## config.mk

```make
export PLATFORM = sky130hd
export DESIGN_NAME = menu_param_editor
export DESIGN_NICKNAME = d
export VERILOG_FILES = /design/src/rtl/menu_param_editor.sv
export SDC_FILE = /design/constraint.sdc
export NUM_CORES = 1
export LEC_CHECK = 0
export CORE_MARGIN = 4
export CORE_UTILIZATION = 60
export CTS_CLUSTER_DIAMETER = 120
export DETAILED_ROUTE_END_ITERATION = 6
export PLACE_DENSITY = 0.8
export SETUP_SLACK_MARGIN = 0.4
export SYNTH_ARGS = -nofsm -noshare
export SYNTH_HDL_FRONTEND = slang
export SYNTH_SLANG_ARGS = --single-unit
```

## constraint.sdc

```tcl
create_clock -name clk -period 5.3 [get_ports clk]
set_clock_uncertainty 0.15 [all_clocks]
set_input_delay 1.06 -clock clk [delete_from_list [all_inputs] [get_ports clk]]
set_output_delay 1.06 -clock clk [all_outputs]
set_load 0.02 [all_outputs]
```

## src/rtl/menu_param_editor.sv

```systemverilog
// Menu parameter bank with browse/edit/commit flow, driven by the push-button adapter's
// absolute cursor and Okay/Cancel buttons; writes committed values out over a req/ack handshake.
module menu_param_editor #(
  parameter int unsigned MAX_CURSOR_INDEX = 10,
  parameter int unsigned DATA_W           = 8,
  parameter int unsigned VAL_MAX          = 255,
  parameter int unsigned INIT_VAL         = 0
) (
  input  logic              clk,
  input  logic              rst,
  input  logic              en,
  input  logic [3:0]        iCursor_Index,
  input  logic [1:0]        iOkayCancel,
  input  logic              iWr_Ack,
  input  logic [3:0]        iDisp_Index,
  output logic [DATA_W-1:0] oDisp_Value,
  output logic [3:0]        oSel_Index,
  output logic              oEdit_Mode,
  output logic [DATA_W-1:0] oEdit_Value,
  output logic              oWr_Req,
  output logic [3:0]        oWr_Addr,
  output logic [DATA_W-1:0] oWr_Data,
  output logic              oBack
);

  localparam int unsigned       NumItems = MAX_CURSOR_INDEX + 1;
  localparam logic [3:0]        MaxIdx   = 4'(MAX_CURSOR_INDEX);
  localparam logic [DATA_W-1:0] ValMax   = DATA_W'(VAL_MAX);
  localparam logic [DATA_W-1:0] InitVal  = DATA_W'(INIT_VAL);

  typedef enum logic [1:0] {StIdle, StBrowse, StEdit, StCommit} state_e;

  state_e            state_q;
  logic              okay_q, cancel_q;
  logic [3:0]        prev_q, addr_q;
  logic [DATA_W-1:0] bank_q [NumItems];

  logic       okay_edge, cancel_edge;
  logic [3:0] next_up, next_dn;
  logic       step_up, step_dn;

  always_comb begin
    cancel_edge = iOkayCancel[1] & ~cancel_q;
    // Cancel wins over a simultaneous Okay.
    okay_edge   = iOkayCancel[0] & ~okay_q & ~cancel_edge;
    next_up     = (prev_q == MaxIdx) ? 4'd0 : prev_q + 4'd1;
    next_dn     = (prev_q == 4'd0) ? MaxIdx : prev_q - 4'd1;
    step_up     = (iCursor_Index == next_up);
    step_dn     = (iCursor_Index == next_dn);
  end

  always_comb begin
    oDisp_Value = '0;
    if (iDisp_Index <= MaxIdx) oDisp_Value = bank_q[iDisp_Index];
  end

  always_ff @(posedge clk or posedge rst) begin
    if (rst) begin
      state_q     <= StIdle;
      okay_q      <= 1'b0;
      cancel_q    <= 1'b0;
      prev_q      <= '0;
      addr_q      <= '0;
      bank_q      <= '{default: InitVal};
      oSel_Index  <= '0;
      oEdit_Mode  <= 1'b0;
      oEdit_Value <= '0;
      oWr_Req     <= 1'b0;
      oWr_Addr    <= '0;
      oWr_Data    <= '0;
      oBack       <= 1'b0;
    end else begin
      okay_q   <= iOkayCancel[0];
      cancel_q <= iOkayCancel[1];
      oBack    <= 1'b0;
      if (!en) begin
        state_q     <= StIdle;
        oSel_Index  <= '0;
        oEdit_Mode  <= 1'b0;
        oEdit_Value <= '0;
        oWr_Req     <= 1'b0;
        oWr_Addr    <= '0;
        oWr_Data    <= '0;
      end else begin
        unique case (state_q)
          StIdle: state_q <= StBrowse;
          StBrowse: begin
            oSel_Index <= iCursor_Index;
            if (cancel_edge) begin
              oBack <= 1'b1;
            end else if (okay_edge && (iCursor_Index <= MaxIdx)) begin
              addr_q      <= iCursor_Index;
              prev_q      <= iCursor_Index;
              oEdit_Value <= bank_q[iCursor_Index];
              oEdit_Mode  <= 1'b1;
              state_q     <= StEdit;
            end
          end
          StEdit: begin
            prev_q <= iCursor_Index;
            if (cancel_edge) begin
              oEdit_Mode  <= 1'b0;
              oEdit_Value <= '0;
              state_q     <= StBrowse;
            end else if (okay_edge) begin
              if (oEdit_Value == bank_q[addr_q]) begin
                oEdit_Mode  <= 1'b0;
                oEdit_Value <= '0;
                state_q     <= StBrowse;
              end else begin
                oWr_Req  <= 1'b1;
                oWr_Addr <= addr_q;
                oWr_Data <= oEdit_Value;
                state_q  <= StCommit;
              end
            end else if (step_up && (oEdit_Value != ValMax)) begin
              oEdit_Value <= oEdit_Value + 1'b1;
            end else if (step_dn && (oEdit_Value != '0)) begin
              oEdit_Value <= oEdit_Value - 1'b1;
            end
          end
          StCommit: begin
            if (iWr_Ack) begin
              bank_q[addr_q] <= oWr_Data;
              oWr_Req        <= 1'b0;
              oWr_Addr       <= '0;
              oWr_Data       <= '0;
              oEdit_Mode     <= 1'b0;
              oEdit_Value    <= '0;
              state_q        <= StBrowse;
            end
          end
          default: state_q <= StIdle;
        endcase
      end
    end
  end

endmodule

```

==> metrics.txt, run 1 <==
worst-path fanout max=8; synth warn=0; Mapped Nets=710; final setup fails=0; RSZ-0062 raised after global routing=false; Root Buffer=clkbuf_16; worst-margin pin slew=1130 ps; mean number of vias per cell=6.95; crit-path cells=clkdlybuf4s50_1 -> nor2b_1 -> a21oi_1 -> o22ai_1 -> clkdlybuf4s50_1; largest net degree at the start of global routing=90; Req. time, crit path=4090 ps; Leak=0.00413 uW; R2R setup slack=1250 ps; Ant. Diodes=0; Max Slew Vio Count=0; Slew Limit Headroom=0.244; clock sinks=127; setup bufs post-CTS=0; routability cong.=0.929; max_cap viols=0; post-synthesis sequential area ratio=0.390; residual DRC count=0; fraction of registers with async set/reset=1.00; RR Startpoint=prev_q[0]$_DFFE_PP0P_; Setup Crit Path Kind=in2out; outcome=finished clean; worst reg2reg endpoint=oEdit_Value[7]$_DFFE_PP0P_; Post-DP HPWL=15.2 mm; CP Launch Point=iDisp_Index[0]; Netlist Area Pre-Place=8140 um2; cell area power density=316 nW/um2; Worst path most repeated cell=clkdlybuf4s50_1; aggregate global routing overflow=0; die span in y=124 um; GRT Total Usage=0.300; nets@finish=737; Seq cells post-synth=127; port bufs=48; fmax=210 MHz; TritonCTS clock tree=done; r2r worst-path depth=16; final hold viol count=0; total number of vias=6,233; Power Total=2930 uW; Std-Cell Rows=42; die width=124 um; Max VDD drop=0.267 mV; Post-synth top flop=dfrtp_1; CTS Buf Count=17; core box area=13,200 um2; number of synthesized flops with an enable pin=0; vias in the first global route=6,430; Starting Density=0.615; sum of negative setup slack=0 ps; Period minus WS final=4770 ps; FILL cells=926; CP startpoint kind=input pin; Multi-input gate area=4620 um2; Syn Area/Cell=12.0 um2; period utilization=0.900; first-pass GRT wire length=36.1 mm; slowest CP cell=clkdlybuf4s50_1; DR iter-0 viols=813; DRT Pass-1 Iters=6; register area=3180 um2; CP max stage delay=750 ps; layout cell share with drive strength beyond 1=0.280; Cell variety after synth=65; final wirelength=22.4 mm; Reg clk slew, reported paths=60 ps; Die Area=15,500 um2; Post-CTS Hold Fix Bufs=0; I/O pin count=49; initial antenna violation count=0; Post-Syn Instances=681; Layout area overhead=14.0%; clk buf depth=2; CP arrival=3560 ps; Worst Setup EP=oDisp_Value[4]; Post-DRT Antenna Nets=0; CTS H-tree lvls=4; CP Capture Type=primary output; DR WL/cell=24.9 um; # resized after CTS=0; Worst Hold Class=reg2reg; clk_lat worst skew=430 ps
[Yosys cell counts (9+ instances only)]
| cell | n | area share |
|---|---|---|
| mux2i_1 | 53 | 0.065 |
| o21ai_0 | 13 | 0.0080 |
| nand2_1 | 22 | 0.010 |
| mux2_2 | 93 | 0.13 |
| o22ai_1 | 18 | 0.014 |
| xnor2_1 | 14 | 0.015 |
| dfrtp_1 | 127 | 0.39 |
| clkbuf_1 | 31 | 0.014 |
| nor2_1 | 44 | 0.020 |
| nand2b_1 | 13 | 0.010 |
| ha_1 | 14 | 0.022 |
| a22o_1 | 13 | 0.014 |
| mux4_2 | 42 | 0.12 |
| a22oi_1 | 9 | 0.0083 |
| inv_1 | 17 | 0.0078 |
| a21oi_1 | 28 | 0.017 |
[how the worst min path moves through the flow]
stage | to | from | cells past startpoint | slack [ps]
5_1_grt | oWr_Req$_DFFE_PP0P_ | oWr_Req$_DFFE_PP0P_ | 1 | 370
4_1_cts | oWr_Req$_DFFE_PP0P_ | oWr_Req$_DFFE_PP0P_ | 1 | 350
2_1_floorplan | bank_q[64]$_DFFE_PP0P_ | bank_q[64]$_DFFE_PP0P_ | 1 | 360
6_report | oWr_Req$_DFFE_PP0P_ | oWr_Req$_DFFE_PP0P_ | 1 | 340
3_5_place_dp | oWr_Req$_DFFE_PP0P_ | oWr_Req$_DFFE_PP0P_ | 1 | 340
3_3_place_gp | oWr_Req$_DFFE_PP0P_ | oWr_Req$_DFFE_PP0P_ | 1 | 310
[report_power, final]
part	switching, uW	leakage [uW]	total [uW]	internal, uW
Combinational	357	0.00211	634	277
Clock	462	0.000284	1210	745
Sequential	90.4	0.00174	1090	1000
[worst max-delay path: cells and delay by family]
family	cells	cell delay, ps
AND/OR/NAND/NOR	1	580
buffers and inverters	2	1430
AO/OA/AOI/OAI	2	480
[metal layers]
metal / share of wire / vias to the layer above / global-route usage
li1: - / 2619 / -
met1: 0.37 / 3113 / 0.382
met2: 0.48 / 395 / 0.468
met3: 0.10 / 106 / 0.0952
met4: 0.047 / 0 / 0.146
met5: 0 / - / 0
[cell type report]
cell class	count	share of cell area
multi-input cells	482	0.498
flip-flops and latches	127	0.342
repair buffers	62	0.0626
clock buffers	17	0.0458
well taps	176	0.0237
clock inverters	15	0.0202
inverters	18	0.00755
[cell usage in the layout (no fill, tap or decap), drive strengths merged, types with 8 or more instances in the layout]
cell type      count
mux2i             53
a22oi              9
nor2b              8
clkbuf            17
nand3              8
dfrtp            127
xnor2             14
o21ai             14
nor2              44
nand2             23
buf               15
clkdlybuf4s50     47
xor2               8
a22o              14
o22ai             18
inv               20
nand2b            13
ha                14
a21oi             29
mux4              46
mux2             100
[sequential cells by signal (all words and copies together), names as in the netlist]
name / cells
oEdit_Value: 8
bank_q: 88
oWr_Addr: 4
oWr_Data: 8
state_q: 2
okay_q: 1
oEdit_Mode: 1
cancel_q: 1
prev_q: 4
oWr_Req: 1
oBack: 1
oSel_Index: 4
addr_q: 4
[metrics by stage]
step                      instances  area (um2)  hold WS (ps)  worst slack (ps)  utilization
after floorplan                 681        8140           357               706            -
final                           897        9280           344               529        0.701
after global placement          865        8670           310               605        0.654
after global routing            897        9280           371               438        0.701
after CTS                       897        9280           352               597        0.701
after detailed placement        865        8670           339               597        0.654
[cell families (layout without fill, tap and decap cells)]
kind of cell             Yosys count  count (layout)  share of synthesized area
XOR/XNOR                          22              22                     0.0237
AO/OA/AOI/OAI                    122             122                      0.108
multiplexers                     199             199                      0.335
adder cells (fa/ha/maj)           15              15                     0.0240
buffers and inverters             72             112                     0.0423
AND/OR/NAND/NOR                  124             124                     0.0764
flip-flops                       127             127                      0.390
No activity file was read; power rests on OpenSTA's default activity.
==> run 2: changes to the inputs <==
REMOVE_ABC_BUFFERS = 1   (was unset)
clock period = 5.6 ns   (was 5.3 ns; I/O delays follow)
==> run 2 against run 1 <==
- the flow now finishes with violations (DRC)
- register-to-register slack better by 340 ps
- hold slack is essentially flat
- design area fell by 0.28%
- die area unchanged
- clock-buffer cell count increased by 7
- sequential share of layout area increased by 0.097 points
- global-route usage shrank 0.85 points
- non-clock buffer count is the same
- clock power is 9.9% lower
- setup slack better by 260 ps
- critical endpoint unchanged
==> metrics.txt, run 2 (synthesis results as in run 1) <==
Post-DRT Antenna Nets=0 (unchanged); worst-path fanout max=26 (was 8); fmax=208 MHz; initial antenna violation count=0 (unchanged); Worst path most repeated cell=clkdlybuf4s50_1 (unchanged); WL met3=1.69 mm (was 2.31 mm); I/O pin count=49 (unchanged); Max VDD drop=0.217 mV (was 0.267 mV); clk buf depth=2 (unchanged); die span in y=124 um (unchanged); CTS H-tree lvls=4 (unchanged); port bufs=48 (unchanged); Period minus WS final=4810 ps; clk_lat worst skew=430 ps (about the same); DR WL/cell=24.4 um (was 24.9 um); GRT Total Usage=0.292 (was 0.300); DRT Pass-1 Iters=7 (was 6); most common cell after layout, fill and taps aside=dfrtp_1 (unchanged); CP arrival=3540 ps (was 3560 ps); setup bufs post-CTS=0 (unchanged); Ant. Diodes=0 (unchanged); Std-Cell Rows=42 (unchanged); vias in the first global route=6,319 (was 6,430); cell area power density=295 nW/um2 (was 316 nW/um2); sum of negative setup slack=0 ps (unchanged); Post-DP HPWL=14.8 mm (was 15.2 mm); clock sinks=127 (unchanged); residual DRC count=1 (was 0); Req. time, crit path=4330 ps (was 4090 ps); Root Buffer=clkbuf_16 (unchanged); Starting Density=0.615 (unchanged); # resized after CTS=0 (unchanged); aggregate global routing overflow=0 (unchanged); Setup Crit Path Kind=in2out (unchanged); period utilization=0.859; core box area=13,200 um2 (unchanged); max_cap viols=0 (unchanged); layout cell share with drive strength beyond 1=0.274 (was 0.280); die width=124 um (unchanged); CP Capture Type=primary output (unchanged); first-pass GRT wire length=35.5 mm (was 36.1 mm); DR iter-0 viols=557 (was 813); most frequent cells in the layout=dfrtp_1, mux2_2, mux2i_1 (unchanged); RSZ-0062 raised after global routing=false (unchanged); largest net degree at the start of global routing=53 (was 90); top layer in use=met4 (unchanged); Die Area=15,500 um2 (unchanged); nets@finish=737 (unchanged); slowest CP cell=clkdlybuf4s50_1 (unchanged); worst-margin pin slew=1060 ps (was 1130 ps); Post-CTS Hold Fix Bufs=0 (unchanged); register with the most flip-flops=bank_q (unchanged); CP startpoint kind=input pin (unchanged); violated checks=DRC; routability cong.=0.892 (was 0.929); CTS Buf Count=17 (unchanged); Leak=0.00413 uW (about the same); Largest regs=bank_q x88, oEdit_Value x8, oWr_Data x8 (unchanged); final wirelength=21.8 mm (was 22.4 mm); Power Total=2730 uW (was 2930 uW); Worst Hold Class=reg2reg (unchanged); Reg clk slew, reported paths=50 ps (was 60 ps); met2 wire len=10.6 mm (was 10.7 mm); total number of vias=6,095 (was 6,233); final hold viol count=0 (unchanged); TritonCTS clock tree=done (unchanged); max reg flops=88 (unchanged); mean number of vias per cell=6.81 (was 6.95); met1 WL=8.58 mm (was 8.32 mm); CP max stage delay=670 ps (was 750 ps); crit-path cells=clkdlybuf4s50_1 -> buf_12 -> nor2b_1 -> a21oi_1 -> o22ai_1 -> clkdlybuf4s50_1 (was clkdlybuf4s50_1 -> nor2b_1 -> a21oi_1 -> o22ai_1 -> clkdlybuf4s50_1); Max Slew Vio Count=0 (unchanged); Layout area overhead=13.7% (was 14.0%); Slew Limit Headroom=0.288 (was 0.244); final setup fails=0 (unchanged); outcome=finished with violations (was finished clean)
==> run 2: worst paths after layout <==
check,end,depth (start not counted),slack [ps],from
min in group asynchronous,oWr_Data[2]$_DFFE_PP0P_,2,1000,rst
max in group asynchronous,bank_q[83]$_DFFE_PP0P_,3,3250,rst
worst min-delay path,oWr_Req$_DFFE_PP0P_,1,340,oWr_Req$_DFFE_PP0P_
worst max register to register,oEdit_Value[7]$_DFFE_PP0P_,16,1590,prev_q[0]$_DFFE_PP0P_
worst min register to register,oWr_Req$_DFFE_PP0P_,1,340,oWr_Req$_DFFE_PP0P_
worst max-delay path,oDisp_Value[4],6,790,iDisp_Index[0]
==> run 2: power breakdown <==
| part | internal, uW | switching, uW |
|---|---|---|
| registers | 949 | 107 |
| clock network | 694 | 395 |
| logic | 267 | 323 |
| total | 1910 | 825 |
==> run 2: through the flow <==
step	setup WS, ps	std cells	hold slack [ps]	cell area, um2	util
after detailed placement	832	865	324	8680	0.655
after CTS	813	895	345	9250	0.699
final	787	895	344	9250	0.699
after global placement	849	865	310	8680	0.655
after global routing	718	895	358	9250	0.699
after floorplan	946	627	357	7860	-
==> run 2: cell type report <==
cell class,instances,area (um2)
tap,176,220
multi-input combinational,482,4620
timing repair buffer,62,593
clock inverter,6,82.6
inverter,18,70.1
fill,953,3990
sequential,127,3180
clock buffer,24,492
==> run 2: worst max-delay path, delay by kind of cell <==
kind                   cells  cell delay (ps)
buffers and inverters      3             1390
AOI/OAI and AO/OA          2              430
and+or+nand+nor            1              590
==> run 2: metal layers <==
| layer | vias up | global-route usage |
|---|---|---|
| met5 | - | 0 |
| met4 | 0 | 0.143 |
| met3 | 87 | 0.0600 |
| met2 | 334 | 0.477 |
| met1 | 3056 | 0.372 |
| li1 | 2618 | - |
